### src/rtl/addr_decode_ctrl.sv
// addr_decode_ctrl: sequential address decoder for the load/store path.
// Accepts one request at a time (valid/ready) and decodes addr[15:0] into a
// memory region code and an IO slot code. The decoded select is held during a
// per-class wait-state count, then a response is presented until rsp_ready.
// Unmapped requests respond with rsp_err and bump a saturating err_count.
// Ports:
//   clk, rst               clock (rising edge), async active-high reset
//   req_valid/req_ready    request handshake; req_addr, req_we request fields
//   sel_valid, sel_code,   latched decoded select for the current transaction
//   sel_io_code, sel_we
//   rsp_valid/rsp_ready    response handshake; rsp_err flags unmapped address
//   err_count              saturating count of unmapped requests
module addr_decode_ctrl #(
   parameter int unsigned ADDR_W      = 32,
   parameter logic [15:0] IMEM_BASE   = 16'h0000,
   parameter logic [15:0] DMEM_BASE   = 16'h2000,
   parameter logic [15:0] ROM_BASE    = 16'h4000,
   parameter int unsigned MEM_SZ_LOG2 = 13,
   parameter int unsigned ROM_SZ_LOG2 = 12,
   parameter logic [15:0] IO_LO_BASE  = 16'h7000,
   parameter int unsigned N_IO_LO     = 4,
   parameter logic [15:0] IO_HI_BASE  = 16'h7800,
   parameter int unsigned N_IO_HI     = 2,
   parameter int unsigned MEM_WAIT    = 0,
   parameter int unsigned ROM_WAIT    = 1,
   parameter int unsigned IO_WAIT     = 2,
   parameter int unsigned STRICT      = 1,
   parameter int unsigned IO_W        = $clog2(N_IO_LO + N_IO_HI + 1)
) (
   input  logic              clk,
   input  logic              rst,
   input  logic              req_valid,
   output logic              req_ready,
   input  logic [ADDR_W-1:0] req_addr,
   input  logic              req_we,
   output logic              sel_valid,
   output logic [1:0]        sel_code,
   output logic [IO_W-1:0]   sel_io_code,
   output logic              sel_we,
   output logic              rsp_valid,
   input  logic              rsp_ready,
   output logic              rsp_err,
   output logic [7:0]        err_count
);

   typedef enum logic [1:0] {StIdle, StWait, StResp} state_e;

   state_e            state_q, state_d;
   logic [7:0]        cnt_q, cnt_d;
   logic              sel_valid_q, sel_valid_d;
   logic [1:0]        sel_code_q, sel_code_d;
   logic [IO_W-1:0]   sel_io_q, sel_io_d;
   logic              sel_we_q, sel_we_d;
   logic              rsp_err_q, rsp_err_d;
   logic [7:0]        err_count_q, err_count_d;

   // ---------------------------------------------------------------- decode
   logic [15:0]       a16;
   logic              upper_nz;
   logic [1:0]        dec_code;
   logic [IO_W-1:0]   dec_io;
   logic              dec_mapped;
   logic [7:0]        dec_wait;
   int                k_hi, k_lo;

   assign a16      = req_addr[15:0];
   assign upper_nz = |(req_addr >> 16);

   always_comb begin
      dec_code = 2'd0;
      dec_io   = '0;
      k_hi     = int'(a16[15:4]) - int'(IO_HI_BASE[15:4]);
      k_lo     = int'(a16[15:4]) - int'(IO_LO_BASE[15:4]);

      if ((a16 >> MEM_SZ_LOG2) == (IMEM_BASE >> MEM_SZ_LOG2)) begin
         dec_code = 2'd1;
      end else if ((a16 >> MEM_SZ_LOG2) == (DMEM_BASE >> MEM_SZ_LOG2)) begin
         dec_code = 2'd2;
      end else if ((a16 >> ROM_SZ_LOG2) == (ROM_BASE >> ROM_SZ_LOG2)) begin
         dec_code = 2'd3;
      end

      // Slot codes count down from the top of each block.
      if (k_hi >= 0 && k_hi < int'(N_IO_HI)) begin
         dec_io = IO_W'(int'(N_IO_HI) - k_hi);
      end else if (k_lo >= 0 && k_lo < int'(N_IO_LO)) begin
         dec_io = IO_W'(int'(N_IO_HI + N_IO_LO) - k_lo);
      end

      if (STRICT != 0 && upper_nz) begin
         dec_code = 2'd0;
         dec_io   = '0;
      end

      dec_mapped = (dec_code != 2'd0) || (dec_io != '0);

      // IO hit wins the wait class.
      if (dec_io != '0)          dec_wait = 8'(IO_WAIT);
      else if (dec_code == 2'd3) dec_wait = 8'(ROM_WAIT);
      else                       dec_wait = 8'(MEM_WAIT);
   end

   // ---------------------------------------------------------------- fsm
   always_ff @(posedge clk or posedge rst) begin
      if (rst) begin
         state_q     <= StIdle;
         cnt_q       <= 8'd0;
         sel_valid_q <= 1'b0;
         sel_code_q  <= 2'd0;
         sel_io_q    <= '0;
         sel_we_q    <= 1'b0;
         rsp_err_q   <= 1'b0;
         err_count_q <= 8'd0;
      end else begin
         state_q     <= state_d;
         cnt_q       <= cnt_d;
         sel_valid_q <= sel_valid_d;
         sel_code_q  <= sel_code_d;
         sel_io_q    <= sel_io_d;
         sel_we_q    <= sel_we_d;
         rsp_err_q   <= rsp_err_d;
         err_count_q <= err_count_d;
      end
   end

   always_comb begin
      state_d     = state_q;
      cnt_d       = cnt_q;
      sel_valid_d = sel_valid_q;
      sel_code_d  = sel_code_q;
      sel_io_d    = sel_io_q;
      sel_we_d    = sel_we_q;
      rsp_err_d   = rsp_err_q;
      err_count_d = err_count_q;

      unique case (state_q)
         StIdle: begin
            if (req_valid) begin
               sel_code_d  = dec_code;
               sel_io_d    = dec_io;
               sel_we_d    = req_we;
               sel_valid_d = dec_mapped;
               rsp_err_d   = !dec_mapped;
               if (!dec_mapped) begin
                  if (err_count_q != 8'hFF) err_count_d = err_count_q + 8'd1;
                  state_d = StResp;
               end else if (dec_wait == 8'd0) begin
                  state_d = StResp;
               end else begin
                  cnt_d   = dec_wait;
                  state_d = StWait;
               end
            end
         end
         StWait: begin
            if (cnt_q == 8'd1) begin
               cnt_d   = 8'd0;
               state_d = StResp;
            end else begin
               cnt_d = cnt_q - 8'd1;
            end
         end
         StResp: begin
            if (rsp_ready) begin
               sel_valid_d = 1'b0;
               sel_code_d  = 2'd0;
               sel_io_d    = '0;
               sel_we_d    = 1'b0;
               rsp_err_d   = 1'b0;
               state_d     = StIdle;
            end
         end
         default: state_d = StIdle;
      endcase
   end

   assign req_ready   = (state_q == StIdle);
   assign rsp_valid   = (state_q == StResp);
   assign sel_valid   = sel_valid_q;
   assign sel_code    = sel_code_q;
   assign sel_io_code = sel_io_q;
   assign sel_we      = sel_we_q;
   assign rsp_err     = rsp_err_q;
   assign err_count   = err_count_q;

endmodule

### config.mk
export PLATFORM = sky130hd
export DESIGN_NAME = addr_decode_ctrl
export DESIGN_NICKNAME = d
export VERILOG_FILES = /design/src/rtl/addr_decode_ctrl.sv
export SDC_FILE = /design/constraint.sdc
export NUM_CORES = 1
export LEC_CHECK = 0
export BUFFER_PORTS_ARGS = -buffer_cell sky130_fd_sc_hd__buf_2
export CAP_MARGIN = 20
export CORE_MARGIN = 2
export CORE_UTILIZATION = 45
export CTS_CLUSTER_DIAMETER = 30
export DETAILED_ROUTE_END_ITERATION = 16
export MAX_ROUTING_LAYER = met4
export PLACE_DENSITY_LB_ADDON = 0.25
export SYNTH_ARGS = -nofsm -noshare
export SYNTH_HDL_FRONTEND = slang
export SYNTH_SLANG_ARGS = --single-unit
### constraint.sdc
create_clock -name clk -period 4 [get_ports clk]
set_input_delay 0.2 -clock clk [delete_from_list [all_inputs] [get_ports clk]]
set_output_delay 0.2 -clock clk [all_outputs]
set_load 0.005 [all_outputs]
---- Yosys cells after proc, flatten, opt, wreduce, memory -nomap -nowiden ----
Index checks and enable logic that the tools add are counted.
operators by class
  $lt $le $gt $ge ......................... 4
  bitwise gates (word level) .............. 1
  equal/unequal tests ..................... 12
  reductions and logical operators ........ 16
  mux-type cells .......................... 32
  add/subtract/negate cells ............... 6
operator list
  kind                                                          count
  two-way mux 8 bit                                             4
  >= comparator 13 x 1 -> 1 bit (second input constant)         2
  subtractor 12 x 11 -> 13 bit (second input constant)          2
  two-way mux 2 bit                                             11
  logical NOT 16 bit                                            1
  one-hot mux 8 bit (2 select lines)                            1
  OR reduction 16 bit                                           1
  two-way mux 3 bit                                             5
  less-than comparator 13 x 3 -> 1 bit (second input constant)  1
  less-than comparator 13 x 4 -> 1 bit (second input constant)  1
  adder 8 x 1 -> 8 bit (second input constant)                  1
  equality test 8 x 1 -> 1 bit (second input constant)          1
  logical NOT 8 bit                                             1
  inequality test 8 bit (second input constant)                 1
  AND reduction 4 bit                                           2
  subtractor 8 x 1 -> 8 bit (second input constant)             1
  inequality test 2 bit (second input constant)                 3
  one-hot mux 1 bit (2 select lines)                            3
  one-hot mux 2 bit (3 select lines)                            1
  one-hot mux 3 bit (2 select lines)                            1
  AND reduction 3 bit                                           2
  nonzero test 2 bit                                            3
  two-way mux 1 bit                                             5
  equality test 2 bit (second input constant)                   2
  other kinds (13)                                              15
storage, ports and cells
  word-level logic and storage cells ...... 79
  register bits after elaboration ......... 26
  input port bits ......................... 37
  output and inout port bits .............. 18

---- Depth between registers and ports, before layout ----
  depth in word-level cells ............... 13
  mapped depth ............................ 9
  gate-level depth less buffers ........... 8

---- Worst setup path before layout ----
No wires, ideal clock.
  path type ............................... input to register
  start ................................... in req_addr[6]
  end ..................................... reg err_count_q[1], in the netlist err_count[1]
  slack ................................... 1.983 ns
  cell stages on the path ................. 7
  library setup time ...................... 0.125 ns
  arrival time ............................ 1.892 ns
  required time ........................... 3.875 ns
  path buffers ............................ 0
  cells stage by stage .................... or4_4 > o21ai_1 > o2111ai_2 > a211oi_4 > o21ai_4 > nand3_4 > mux2_4
between the ends
  longest elaborated chain between the ends .. 10
  elaborated cells on any way between the ends .. 17
  classes of those cells .................. 4 x add/sub; 4 x order compare; 3 x mux; 1 x bitwise; 5 x reduce/logical
ends and longest elaborated chain
  item                                                                                          line  text
  start: declaration                                                                            34    input logic [ADDR_W-1:0] req_addr,
  subtractor 12 x 11 -> 13 bit                                                                  73    k_lo = int'(a16[15:4]) - int'(IO_LO_BASE[15:4]);
  >= comparator 13 x 1 -> 1 bit / less-than comparator 13 x 4 -> 1 bit (equally long branches)  86    end else if (k_lo >= 0 && k_lo < int'(N_IO_LO)) begin
  logical AND 1 bit                                                                             86
  two-way mux 3 bit                                                                             86
  two-way mux 3 bit (*)                                                                         84    if (k_hi >= 0 && k_hi < int'(N_IO_HI)) begin
  two-way mux 3 bit (*)                                                                         90    if (STRICT != 0 && upper_nz) begin
  nonzero test 3 bit (*)                                                                        95    dec_mapped = (dec_code != 2'd0) || (dec_io != '0);
  logical OR 1 bit (*)                                                                          95
  NOT 1 bit (no source line) (*)                                                                n/a
  AND reduction 4 bit (no source line) (*)                                                      n/a
  end signal: assignment                                                                        122   err_count_q <= err_count_d;
  end: declaration                                                                              55    logic [7:0] err_count_q, err_count_d;
Mark *: on every way between the ends. The rest lies on a longest branch, timed or not.
A chain may end at the register's enable or synchronous reset.

---- Worst setup path after layout ----
  start ................................... in req_addr[12]
  end ..................................... reg err_count_q[1], in the netlist err_count[1]
between the ends
  longest elaborated chain between the ends .. 10
  elaborated cells on any way between the ends .. 21
  classes of those cells .................. 2 x add/sub; 4 x order compare; 1 x eq/ne; 7 x mux; 1 x bitwise; 6 x reduce/logical
ends and longest elaborated chain
  item                                                                                          line
  subtractor 12 x 11 -> 13 bit                                                                  73
  >= comparator 13 x 1 -> 1 bit / less-than comparator 13 x 4 -> 1 bit (equally long branches)  86
  logical AND 1 bit                                                                             86
  two-way mux 3 bit                                                                             86
  two-way mux 3 bit                                                                             84
  two-way mux 3 bit                                                                             90
  nonzero test 3 bit                                                                            95
  logical OR 1 bit (*)                                                                          95
  NOT 1 bit (no source line) (*)                                                                n/a
  AND reduction 4 bit (no source line) (*)                                                      n/a
Marked as above.

==> flow_summary.toml <==
[run_status]
run_status = "finished, final reports clean"

[die]
std_cell_rows = 22
core_area_sq_um = 3660
die_x_um = 65.5
io_pins = 55
start_util = 0.465
dieHeight_um = 65.5
die_area_sq_um = 4290

[logic_synthesis]
mappedNetlistNets = 231
yosys_register_bits = 26
synth_area_leader_cell = "sky130_fd_sc_hd__dfrtp_1"
mappedNetlistArea_sq_um = 1700
synth_flop_cell = "sky130_fd_sc_hd__dfrtp_1"
synth-edff-count = 0
post_synth_inst_count = 183
ys_top_cells_by_area = "sky130_fd_sc_hd__dfrtp_1 (38%), sky130_fd_sc_hd__ha_1 (8.1%), sky130_fd_sc_hd__nand2_1 (4.2%)"
synthArstFlopShare = 1.00
synth.avg_cell_area_sq_um = 9.30
yosysTopAreaCellShare = 0.382
synth_cell_type_count = 48
synth-seq-area-share = 0.382
synthesis.yosys.warnings = 0

[route]
vias = 1507
remaining_drc_errors = 0
detailedRoute.firstIterationViolations = 65
firstDrtPassIters = 4
number_of_antenna_violating_nets_in_the_routed_design = 0
route.final.wire_length_um = 3590
route.detailed.vias_per_inst = 5.34
detail_route.wl_per_cell_um = 12.7

[global_route]
grt_start_max_net_pins = 27
antenna_violations_before_repair = 0
first_global_vias = 1463
grt_pass1_wl_um = 6150
grt_remaining_overflow = 0
groute.usage.overall = 0.186

[setup_path]
crit_path_cell_trace = "buf_2 > ha_1 > a21bo_2 > o21ai_1 > and4b_1 > a211oi_4 > o21ai_4 > nand3_4 > mux2_4"
arrival_time_of_data_at_the_critical_path_endpoint_ns = 2.19
critical_path_buf_inv_count = 1
timing.critical_path.required_ns = 4.16
r2r.worst_path.cells = 6
critical-path-max-stage-delay_ns = 0.35
timing_worst_setup_path_type = "in -> reg"
source_of_the_worst_register_to_register_timing_path = "cnt_q[2]"
worst_setup_path_startpoint = "req_addr[12]"
critical_path.top_delay_family = "compound AO/OA/AOI/OAI gates"
critPathLaunchType = "primary input"
crit-reg2reg-capture = "cnt_q[7]"
crit_path_max_fanout = 10
timing.critical_path.to_type = "register"
critical-path-slowest-cell = "sky130_fd_sc_hd__o21ai_4"
r2r_slack_ns = 2.09

[timing]
max_slew.worst_pin.slew_ns = 0.505
finalSetupViolations = 0
timing.final.crit_period_ns = 2.03
report.final.hold_viol_count = 0
grt_setup_unrepaired = "false"
timing.setup.tns_ns = 0
finalCritPeriodShare = 0.508
final_max_slew_viol_count = 0
finalClockSkew_ns = 0.00267
timing.fmax_mhz = 492
worst_slew_margin = 0.663

[final_layout]
num_antenna_cells = 0
nNetsFinal = 283
post_route_cells_drive_above_1_share = 0.291
layout.core_utilization = 0.574
final_area_sq_um = 2100
layout-area-overhead-vs-synth_pct = 23.5

[min_path]
hold_class = "in -> reg"
whs_path_depth = 2
hold_path_end = "sel_we"
holdCritStartpoint = "req_we"

[cts]
tritoncts.num_buffers = 3
cts_buffer_depth = 2
post_cts.repair.setup_buffers = 0
clk_pin_slew_worst_paths_ns = 0.09
clk-insertion-delay-late_ns = 0.27
cts_num_sinks = 26
clock-root-buffer = "sky130_fd_sc_hd__clkbuf_8"
postCtsResizedCells = 0
tritoncts = "built"
cts-htree-levels = 1

[pwr]
totalPowerFinal_uw = 547
peakVddDrop_uv = 146
pwr_density_cell_nw_per_um2 = 260
total_leakage_power_uw = 0.00106

[run]
max_cap_violations = 0

[place]
gp_congestion = 0.780
post_dp_cell_area_sq_um = 1990
buffer_ports.inserted = 50
place_hpwl_um = 2730
-- metrics by stage --
stage	cells	hold WS, ns	setup WS [ns]
finish	282	0.154	1.97
global route	282	0.138	1.85
CTS	280	0.148	1.96
detailed placement	276	0.433	1.67
global placement	276	0.435	1.68
floorplan	183	0.240	1.98
-- layout by cell type (no fill, tap or decap), types with 2 or more instances in the layout --
master / Yosys / routed
sky130_fd_sc_hd__or3_1: 3 / 3
sky130_fd_sc_hd__nand4_1: 4 / 4
sky130_fd_sc_hd__o21ai_0: 4 / 4
sky130_fd_sc_hd__a21oi_1: 8 / 8
sky130_fd_sc_hd__o21ai_1: 9 / 9
sky130_fd_sc_hd__a31oi_1: 5 / 5
sky130_fd_sc_hd__clkbuf_8: 0 / 3
sky130_fd_sc_hd__ha_1: 11 / 11
sky130_fd_sc_hd__xnor2_1: 7 / 7
sky130_fd_sc_hd__a22o_1: 5 / 5
sky130_fd_sc_hd__dfrtp_1: 26 / 26
sky130_fd_sc_hd__nor2b_1: 3 / 3
sky130_fd_sc_hd__and2_1: 4 / 4
sky130_fd_sc_hd__and3_1: 3 / 3
sky130_fd_sc_hd__nor4_1: 4 / 4
sky130_fd_sc_hd__nand2_1: 19 / 19
sky130_fd_sc_hd__nor3_1: 4 / 4
sky130_fd_sc_hd__nand4b_1: 2 / 2
sky130_fd_sc_hd__xor2_1: 2 / 2
sky130_fd_sc_hd__nand3_1: 5 / 5
sky130_fd_sc_hd__buf_2: 1 / 50
sky130_fd_sc_hd__nor2_1: 13 / 13
sky130_fd_sc_hd__inv_1: 12 / 12
-- layer usage --
metal	global-route usage	routed length, um
met5	-	0
met4	0.0651	42
met3	0.0223	81
met2	0.334	1810
met1	0.213	1660
-- kinds of logic after synthesis --
| logic type | Yosys count | synth area share |
|---|---|---|
| fa+ha+maj | 11 | 0.0809 |
| buf+inv | 17 | 0.0382 |
| flops | 26 | 0.382 |
| compound gates | 45 | 0.199 |
| mux | 2 | 0.0147 |
| xor+xnor | 9 | 0.0463 |
| simple gates | 73 | 0.239 |
-- timing repair --
action | 4_1_cts | 5_1_grt
setup endpoints to repair | 0 | 0
hold endpoints to repair | 0 | 10
hold buffers | 0 | 1
-- worst register-to-register path, delay by kind of cell, from the launching register on --
kind | cells | cell delay [ns]
simple gates | 4 | 1.19
flops | 1 | 0.43
compound gates | 2 | 0.17
-- area by class of cell --
cell class / instances / area [sq um]
fillers: 354 / 1560
multi-input cells: 140 / 986
flip-flops and latches: 26 / 651
repair buffers: 52 / 288
well taps: 48 / 60.1
inverters: 12 / 45.0
clock buffers: 3 / 41.3
clock inverters: 1 / 30.0
-- cells in the mapped netlist, drive strengths merged, types with 5 or more instances --
cell,n
a21oi,8
a22o,5
a31oi,5
and2,5
dfrtp,26
ha,11
inv,12
nand2,19
nand3,7
nor2,13
o21ai,15
xnor2,7
-- report_power, final --
part           total [uW]  leakage (uW)  internal, uW  switching [uW]
sequential            267      0.000338           265            2.48
clock                 218     0.0000357           134            84.4
combinational        61.5      0.000688          28.6            32.9
total                 547       0.00106           427             120
-- state kept, by name, indices dropped and copies added, names as in the netlist --
signal	count
cnt_q	8
sel_we	1
rsp_err	1
sel_valid	1
err_count	8
state_q	2
sel_io_code	3
sel_code	2
-- worst max path at each step --
stage                              end  slack [ns]  cells past startpoint
after floorplan           err_count[1]        1.98                      7
after global placement    err_count[1]        1.68                      9
after detailed placement  err_count[1]        1.67                      9
after CTS                 err_count[1]        1.96                      9
after global routing      err_count[1]        1.85                      9
final                     err_count[1]        1.97                      9
(Power assumes the default switching activity.)
